[src/rtl/pu_da_dtlb_ctrl.sv]
// rtl/pu_da_dtlb_ctrl.sv - DTLB port arbiter for DA-stage lookups and CP0 write/probe/flush
module pu_da_dtlb_ctrl #(
    parameter int TAG_W      = 20,
    parameter int ENTRY_NUM  = 8,
    parameter int IDX_W      = 3,
    parameter int STARVE_MAX = 8
) (
    input  logic             clk,
    input  logic             rst,
    input  logic             on,
    input  logic             hw_req,
    input  logic [TAG_W-1:0] hw_vtag,
    output logic             hw_gnt,
    output logic             hw_done,
    output logic [TAG_W-1:0] hw_ptag,
    output logic             hw_nc,
    output logic             hw_miss,
    input  logic             sw_req,
    input  logic [1:0]       sw_op,
    input  logic [IDX_W-1:0] sw_idx,
    input  logic [TAG_W-1:0] sw_vtag,
    input  logic [TAG_W-1:0] sw_ptag,
    input  logic             sw_nc,
    output logic             sw_gnt,
    output logic             sw_done,
    output logic             sw_probe_hit,
    output logic [IDX_W-1:0] sw_probe_idx,
    output logic             tlb_en,
    output logic [TAG_W-1:0] tlb_vtag,
    input  logic [TAG_W-1:0] tlb_ptag,
    input  logic             tlb_hit,
    input  logic [IDX_W-1:0] tlb_hit_idx,
    input  logic             tlb_nc,
    output logic             tlb_we,
    output logic [IDX_W-1:0] tlb_widx,
    output logic [TAG_W-1:0] tlb_wvtag,
    output logic [TAG_W-1:0] tlb_wptag,
    output logic             tlb_wnc,
    output logic             tlb_wvalid
);
    localparam int              SC_W     = $clog2(STARVE_MAX + 1);
    localparam logic [SC_W-1:0] SC_MAX   = SC_W'(STARVE_MAX);
    localparam logic [IDX_W-1:0] WALK_END = IDX_W'(ENTRY_NUM - 1);
    localparam logic [1:0]      OP_WRITE = 2'b00;
    localparam logic [1:0]      OP_PROBE = 2'b01;
    localparam logic [1:0]      OP_FLUSH = 2'b10;

    typedef enum logic {S_IDLE, S_FLUSH} state_t;

    state_t           state, state_nxt;
    logic [SC_W-1:0]  starve;
    logic [IDX_W-1:0] walk;
    logic             pend_hw, pend_byp, pend_sw, pend_probe;
    logic [TAG_W-1:0] byp_tag;
    logic             starved, flush_start, walk_last;

    assign starved     = (starve == SC_MAX);
    assign flush_start = sw_gnt && (sw_op == OP_FLUSH);
    assign walk_last   = (state == S_FLUSH) && (walk == WALK_END);

    always_ff @(posedge clk) begin
        if (rst) state <= S_IDLE;
        else     state <= state_nxt;
    end

    always_comb begin
        state_nxt = state;
        case (state)
            S_IDLE:  if (flush_start) state_nxt = S_FLUSH;
            S_FLUSH: if (walk_last)   state_nxt = S_IDLE;
            default: state_nxt = S_IDLE;
        endcase
    end

    // Grants and array strobes are gated by rst so a reset cycle drives nothing,
    // which is what aborts a flush walk on the spot.
    always_comb begin
        hw_gnt     = 1'b0;
        sw_gnt     = 1'b0;
        tlb_en     = 1'b0;
        tlb_vtag   = '0;
        tlb_we     = 1'b0;
        tlb_widx   = '0;
        tlb_wvtag  = '0;
        tlb_wptag  = '0;
        tlb_wnc    = 1'b0;
        tlb_wvalid = 1'b0;
        if (!rst && state == S_IDLE) begin
            hw_gnt = hw_req && !(sw_req && starved);
            sw_gnt = sw_req && !hw_gnt;
        end
        if (hw_gnt && on) begin
            tlb_en   = 1'b1;
            tlb_vtag = hw_vtag;
        end
        if (sw_gnt) begin
            case (sw_op)
                OP_WRITE: begin
                    tlb_we     = 1'b1;
                    tlb_widx   = sw_idx;
                    tlb_wvtag  = sw_vtag;
                    tlb_wptag  = sw_ptag;
                    tlb_wnc    = sw_nc;
                    tlb_wvalid = 1'b1;
                end
                OP_PROBE: begin
                    tlb_en   = 1'b1;
                    tlb_vtag = sw_vtag;
                end
                OP_FLUSH: begin
                    tlb_we   = 1'b1;
                    tlb_widx = walk;
                end
                default: ;
            endcase
        end
        if (!rst && state == S_FLUSH) begin
            tlb_we   = 1'b1;
            tlb_widx = walk;
        end
    end

    always_ff @(posedge clk) begin
        if (rst) begin
            pend_hw    <= 1'b0;
            pend_byp   <= 1'b0;
            byp_tag    <= '0;
            pend_sw    <= 1'b0;
            pend_probe <= 1'b0;
            walk       <= '0;
            starve     <= '0;
        end else begin
            pend_hw    <= hw_gnt;
            pend_byp   <= hw_gnt && !on;
            byp_tag    <= (hw_gnt && !on) ? hw_vtag : '0;
            pend_sw    <= (sw_gnt && sw_op != OP_FLUSH) || walk_last;
            pend_probe <= sw_gnt && (sw_op == OP_PROBE);
            if (flush_start || state == S_FLUSH)
                walk <= (walk == WALK_END) ? '0 : walk + 1'b1;
            if (!sw_req || sw_gnt)
                starve <= '0;
            else if (!starved)
                starve <= starve + 1'b1;
        end
    end

    assign hw_done      = pend_hw;
    assign hw_ptag      = pend_byp ? byp_tag : (pend_hw ? tlb_ptag : '0);
    assign hw_nc        = pend_hw && !pend_byp && tlb_nc;
    assign hw_miss      = pend_hw && !pend_byp && !tlb_hit;
    assign sw_done      = pend_sw;
    assign sw_probe_hit = pend_probe && tlb_hit;
    assign sw_probe_idx = pend_probe ? tlb_hit_idx : '0;
endmodule

[config.mk]
export PLATFORM = sky130hd
export DESIGN_NAME = pu_da_dtlb_ctrl
export DESIGN_NICKNAME = d
export VERILOG_FILES = /design/src/rtl/pu_da_dtlb_ctrl.sv
export SDC_FILE = /design/constraint.sdc
export NUM_CORES = 1
export LEC_CHECK = 0
export ABC_AREA = 1
export BUFFER_PORTS_ARGS = -buffer_cell sky130_fd_sc_hd__buf_2
export CAP_MARGIN = 20
export CELL_PAD_IN_SITES_DETAIL_PLACEMENT = 1
export CELL_PAD_IN_SITES_GLOBAL_PLACEMENT = 1
export CORE_MARGIN = 2
export CORE_UTILIZATION = 24
export CTS_CLUSTER_SIZE = 40
export DETAILED_ROUTE_END_ITERATION = 12
export HOLD_SLACK_MARGIN = 0.03
export PLACE_DENSITY = 0.92
export SYNTH_ARGS = -nofsm -noshare
export SYNTH_HDL_FRONTEND = slang
export SYNTH_SLANG_ARGS = --single-unit
[constraint.sdc]
create_clock -name clk -period 4.7 [get_ports clk]
set_input_delay 1.41 -clock clk [delete_from_list [all_inputs] [get_ports clk]]
set_output_delay 1.41 -clock clk [all_outputs]
set_load 0.05 [all_outputs]
==> After elaboration in Yosys (flattened, before gate mapping) <==
Index checks and enable logic that the tools add are counted.
{ "word_totals": {"wordCells": 75, "reg_bits": 32} }
{ "op_classes": {"addsub": 2, "muxes": 29, "n_bitwise": 2, "eq_ne": 5, "n_reduce_logical": 29} }
{ "ops": {"columns": ["op", "n"], "rows": [
  ["$mux W20", 9],
  ["$logic_and A1 B1 Y1", 15],
  ["$mux W1", 14],
  ["$mux W3", 4],
  ["$logic_not A1 Y1", 7],
  ["$pmux W3 S2", 1],
  ["$reduce_or A2 Y1", 3],
  ["$add A4 B1 Y4 const B", 1],
  ["$eq A4 B4 Y1 const B", 1],
  ["$add A3 B1 Y3 const B", 1],
  ["$eq A3 B3 Y1 const B", 1],
  ["$logic_or A1 B1 Y1", 3],
  ["$eq A2 B1 Y1 const B", 1],
  ["$eq A2 B2 Y1 const B", 1],
  ["$logic_not A2 Y1", 1],
  ["$ne A2 B2 Y1 const B", 1],
  ["$not A1 Y1", 2],
  ["$pmux W1 S2", 1]
]} }

==> Longest topological paths before layout <==
{ "depth": {"depth_word": 10, "mapped_depth": 9, "ltp_nobuf": 8} }

==> Worst setup path before layout <==
Ideal clock, no wire load.
{ "synth_timing": {"path_type": "input-to-output", "from": "input port rst", "to": "output port tlb_vtag[10]", "path_stages": 8, "arrival_time_ns": 3.540, "setup_slack_ns": -0.250, "cell_sequence": "inv_2 -> nand2_1 -> nor2_2 -> nand2_2 -> inv_1 -> nand2_1 -> clkbuf_1 -> o21ai_0"} }
{ "synth_via": {"word_cells_on_any_way": 8, "cone_classes": "mux (5); reduce/logical (3)"} }
{ "synth_lines": {"columns": ["element", "line_no", "rtl"], "rows": [
  ["from (decl)", "9", "input logic rst,"],
  ["$logic_not A1 Y1", "88", "if (!rst && state == S_IDLE) begin"],
  ["$logic_and A1 B1 Y1", "88", null],
  ["$mux W1", "88", null],
  ["named net sw_gnt", "24", "output logic sw_gnt,"],
  ["$mux W20", "96", "if (sw_gnt) begin"],
  ["to (decl)", "29", "output logic [TAG_W-1:0] tlb_vtag,"]
]} }
The timed path passes the listed nets, and every way through them passes these cells.

==> Worst setup path in the final report <==
{ "layout_timing": {"from": "input port rst", "to": "output port tlb_wvtag[8]"} }
{ "layout_via": {"elab_chain_len": 4} }
{ "layout_rtl": {"columns": ["element", "line_no", "rtl"], "rows": [
  ["$logic_not A1 Y1", "88", null],
  ["$logic_and A1 B1 Y1", "88", null],
  ["$mux W1", "88", null],
  ["$mux W20", "96", null],
  ["to (decl)", "36", "output logic [TAG_W-1:0] tlb_wvtag,"]
]} }
Every way passes these cells.

==> results.md <==
* Run status: completed
* Final worst path period need at 4.40 ns
* Primary FF master, synth: sky130_fd_sc_hd__dfxtp_1
* Post-synthesis cell count at 365
* Ys async rst share at 0
* Number of enable-type register cells in the synthesized netlist at 0
* Area share of and/or/nand/nor cells after synthesis at 0.389
* Layout filler cell count at 1197
* Final HPWL DP at 6910 µm
* Worst Setup Path Type: input port to output pin
* Critical Path End Type: output pin
* Clock sinks at 32
* Initial core utilization at 0.250
* Synth warnings at 0
* Clock skew at 0.00501 ns
* Final Cycle Share at 0.935
* Total number of vias at 2773
* Leakage power at 2.21 nW
* Critical path's largest stage delay at 0.32 ns
* Count of hold buffers inserted by post-cts repair at 0
* Via/cell ratio at 4.22
* Setup bufs post-CTS at 0
* Clk buf depth at 2
* Residual DRC count at 0
* Synth Register Bits at 32
* Via count of the first global-routing pass at 2722
* Synthesized area at 2070 µm²
* Die Width at 96.9 µm
* Die area at 9400 µm²
* Multiplexer fraction of the synthesized cell area at 0
* Placed standard-cell area at 3090 µm²
* Design Power at 0.746 mW
* Final Hold Violating Endpoints at 0
* Final setup vio count at 0
* Max Cap Viol at 0
* Clock slew at reported path FFs at 0.07 ns
* Total congestion overflow at 0
* Share of cells above drive strength 1 at 0.382
* Vertical die dimension at 96.9 µm
* Clock tree from TritonCTS: built
* Cell Count, Final, Fillers Out at 657
* Maximum clock frequency at 227 MHz
* Synthesized-area fraction occupied by ao, oa, aoi and oai cells at 0.0706
* Max Fanout on Critical Path at 41
* Netlist cell types at 20
* Commonest cells post-synth: sky130_fd_sc_hd__nand2_1, sky130_fd_sc_hd__inv_1, sky130_fd_sc_hd__nor2_1
* Maximum vdd drop at 0.000118 V
* First-pass GRT wire length at 13200 µm
* Diode insertion count for antenna repair at 0
* Sequential element share of the synthesized area at 0.309
* Maximum number of pins on one net before global-route repair at 42
* Path class of the lowest-slack min-delay path: register to register
* Xor-xnor portion of the synthesized cell area at 0.00422
* Critical-path top delay cell: sky130_fd_sc_hd__inv_2
* Data arrival time of the critical path at 2.99 ns
* Layout Nets at 651
* Violation count after the first detailed-route iteration at 58
* Clock tree root driver cell: sky130_fd_sc_hd__clkbuf_8
* Total power divided by cell area at 233 nW/µm²
* Post-Synthesis Net Count at 465
* Largest family of logic cells by synthesized area: simple AND/OR/NAND/NOR gates
* Cells traversed along the worst timing path: buf_2 > inv_2 > nand2_1 > nor2_2 > nand2_2 > nor3_4 > inv_2 > nor2_1 > buf_2
* Arithmetic-cell share of the synthesized area counting full adders, half adders and majority gates at 0.0241
* Setup repair after global routing missed its margin: no
* Area share of the largest cell type after synthesis at 0.309
* Final core utilization at 0.386
* Post-Place Cells at 649
* First-pass DRT Iterations at 4
* Category of the worst setup path launch point: input port
* Worst Tran Pin Value at 0.700 ns
* Largest cells by area after synthesis: sky130_fd_sc_hd__dfxtp_1, sky130_fd_sc_hd__nand2_1, sky130_fd_sc_hd__inv_1, sky130_fd_sc_hd__nor2_1, sky130_fd_sc_hd__nand3_1
* Final GP Congestion at 0.861
* Number of buffers created by CTS at 5
* Biggest area consumer among synthesized cells: sky130_fd_sc_hd__dfxtp_1
* Std-Cell Core Area at 8300 µm²
* Clock latency at the later pin of the worst-skew pair at 0.27 ns
* Most common cell in the synthesized netlist: sky130_fd_sc_hd__nand2_1
* R2R Setup Slk at 2.82 ns
* GRT Total Usage at 0.166
* Relative max-transition margin at 0.532
* Area of all placed cells without fillers at 3200 µm²
* Total wire length at 8050 µm
* Syn-to-layout area delta at 54.4%
* Top-level port count at 193
* PostCTS Resize Cnt at 0
* Number of antenna violations at the first check in global routing at 0
* Synthesized area per cell at 5.68 µm²
* Final antenna-violating net count at 0
* Count of H-tree levels built during CTS at 2
* Number of pins with negative max-slew slack in the final report at 0
* IO buf count at 192
* Post-detailed-route wirelength per cell at 12.3 µm
* Number of rows created at floorplan at 33
* Worst endpoint required time at 3.29 ns
## area by class of cell
cell class                 count  area [µm²]  area share
inverter                      87         327       0.102
clock inverter                 2        35.0      0.0109
sequential                    32         641       0.200
clock buffer                   6        72.6      0.0227
multi-input combinational    230        1010       0.316
timing repair buffer         195         983       0.307
tap                          105         131      0.0410
## flip-flops by register name, summed over array words and instances (netlist names)
register	count
hw_done	1
state	1
walk	3
pend_byp	1
starve	4
byp_tag	20
pend_probe	1
sw_done	1
## worst paths after layout
path                                             start                endpoint  depth (start not counted)
worst max-delay path                               rst            tlb_wvtag[8]                          9
worst min register to register        state$_SDFF_PP0_        state$_SDFF_PP0_                          2
worst min-delay path                  state$_SDFF_PP0_        state$_SDFF_PP0_                          2
worst max register to register  starve[0]$_SDFFE_PP0P_  byp_tag[13]$_SDFF_PP0_                          7
## per-stage QoR
| step | setup WS (ns) | TNS [ns] | hold slack, ns |
|---|---|---|---|
| final | 0.304 | 0 | 0.497 |
| after global routing | 0.112 | 0 | 0.548 |
| after CTS | 0.270 | 0 | 0.497 |
| after detailed placement | 0.283 | 0 | 0.487 |
| after global placement | 0.428 | 0 | 0.484 |
| after floorplan | -0.250 | -3.41 | 0.463 |
## layer usage
layer / up-vias / part of all wire / global-route usage
met5: - / 0 / 0
met4: 0 / 0.0096 / 0.0368
met3: 8 / 0.048 / 0.0282
met2: 82 / 0.52 / 0.309
met1: 1246 / 0.42 / 0.199
li1: 1437 / - / -
## power by group
group          switching, mW  internal, mW  total (mW)
Sequential           0.00826         0.279       0.288
Combinational          0.139        0.0603       0.199
Clock                  0.102         0.157       0.259
## worst max-delay path, delay by kind of cell
kind / cells / cell delay [ns]
buffers and inverters: 4 / 0.82
AND/OR/NAND/NOR: 5 / 0.74
## cells by family (layout without fill, tap and decap cells)
kind of cell | count (synthesis) | count (layout)
adder cells (fa/ha/maj) | 4 | 4
AO/OA/AOI/OAI | 29 | 29
AND/OR/NAND/NOR | 196 | 196
XOR/XNOR | 1 | 1
flip-flops | 32 | 32
buffers and inverters | 103 | 290
## cells in the final DEF, fill, tap and decap left out, types with 3 or more instances in the layout
| master | count |
|---|---|
| sky130_fd_sc_hd__clkbuf_8 | 5 |
| sky130_fd_sc_hd__inv_2 | 3 |
| sky130_fd_sc_hd__a21oi_1 | 6 |
| sky130_fd_sc_hd__dfxtp_1 | 32 |
| sky130_fd_sc_hd__buf_2 | 192 |
| sky130_fd_sc_hd__nand3_1 | 27 |
| sky130_fd_sc_hd__ha_1 | 4 |
| sky130_fd_sc_hd__nor2_2 | 4 |
| sky130_fd_sc_hd__o21ai_1 | 5 |
| sky130_fd_sc_hd__nand4_1 | 4 |
| sky130_fd_sc_hd__buf_4 | 3 |
| sky130_fd_sc_hd__nor2_1 | 70 |
| sky130_fd_sc_hd__nand2_1 | 88 |
| sky130_fd_sc_hd__inv_1 | 84 |
| sky130_fd_sc_hd__o21ai_0 | 17 |
Note: power is estimated with default switching activity, not from simulation.
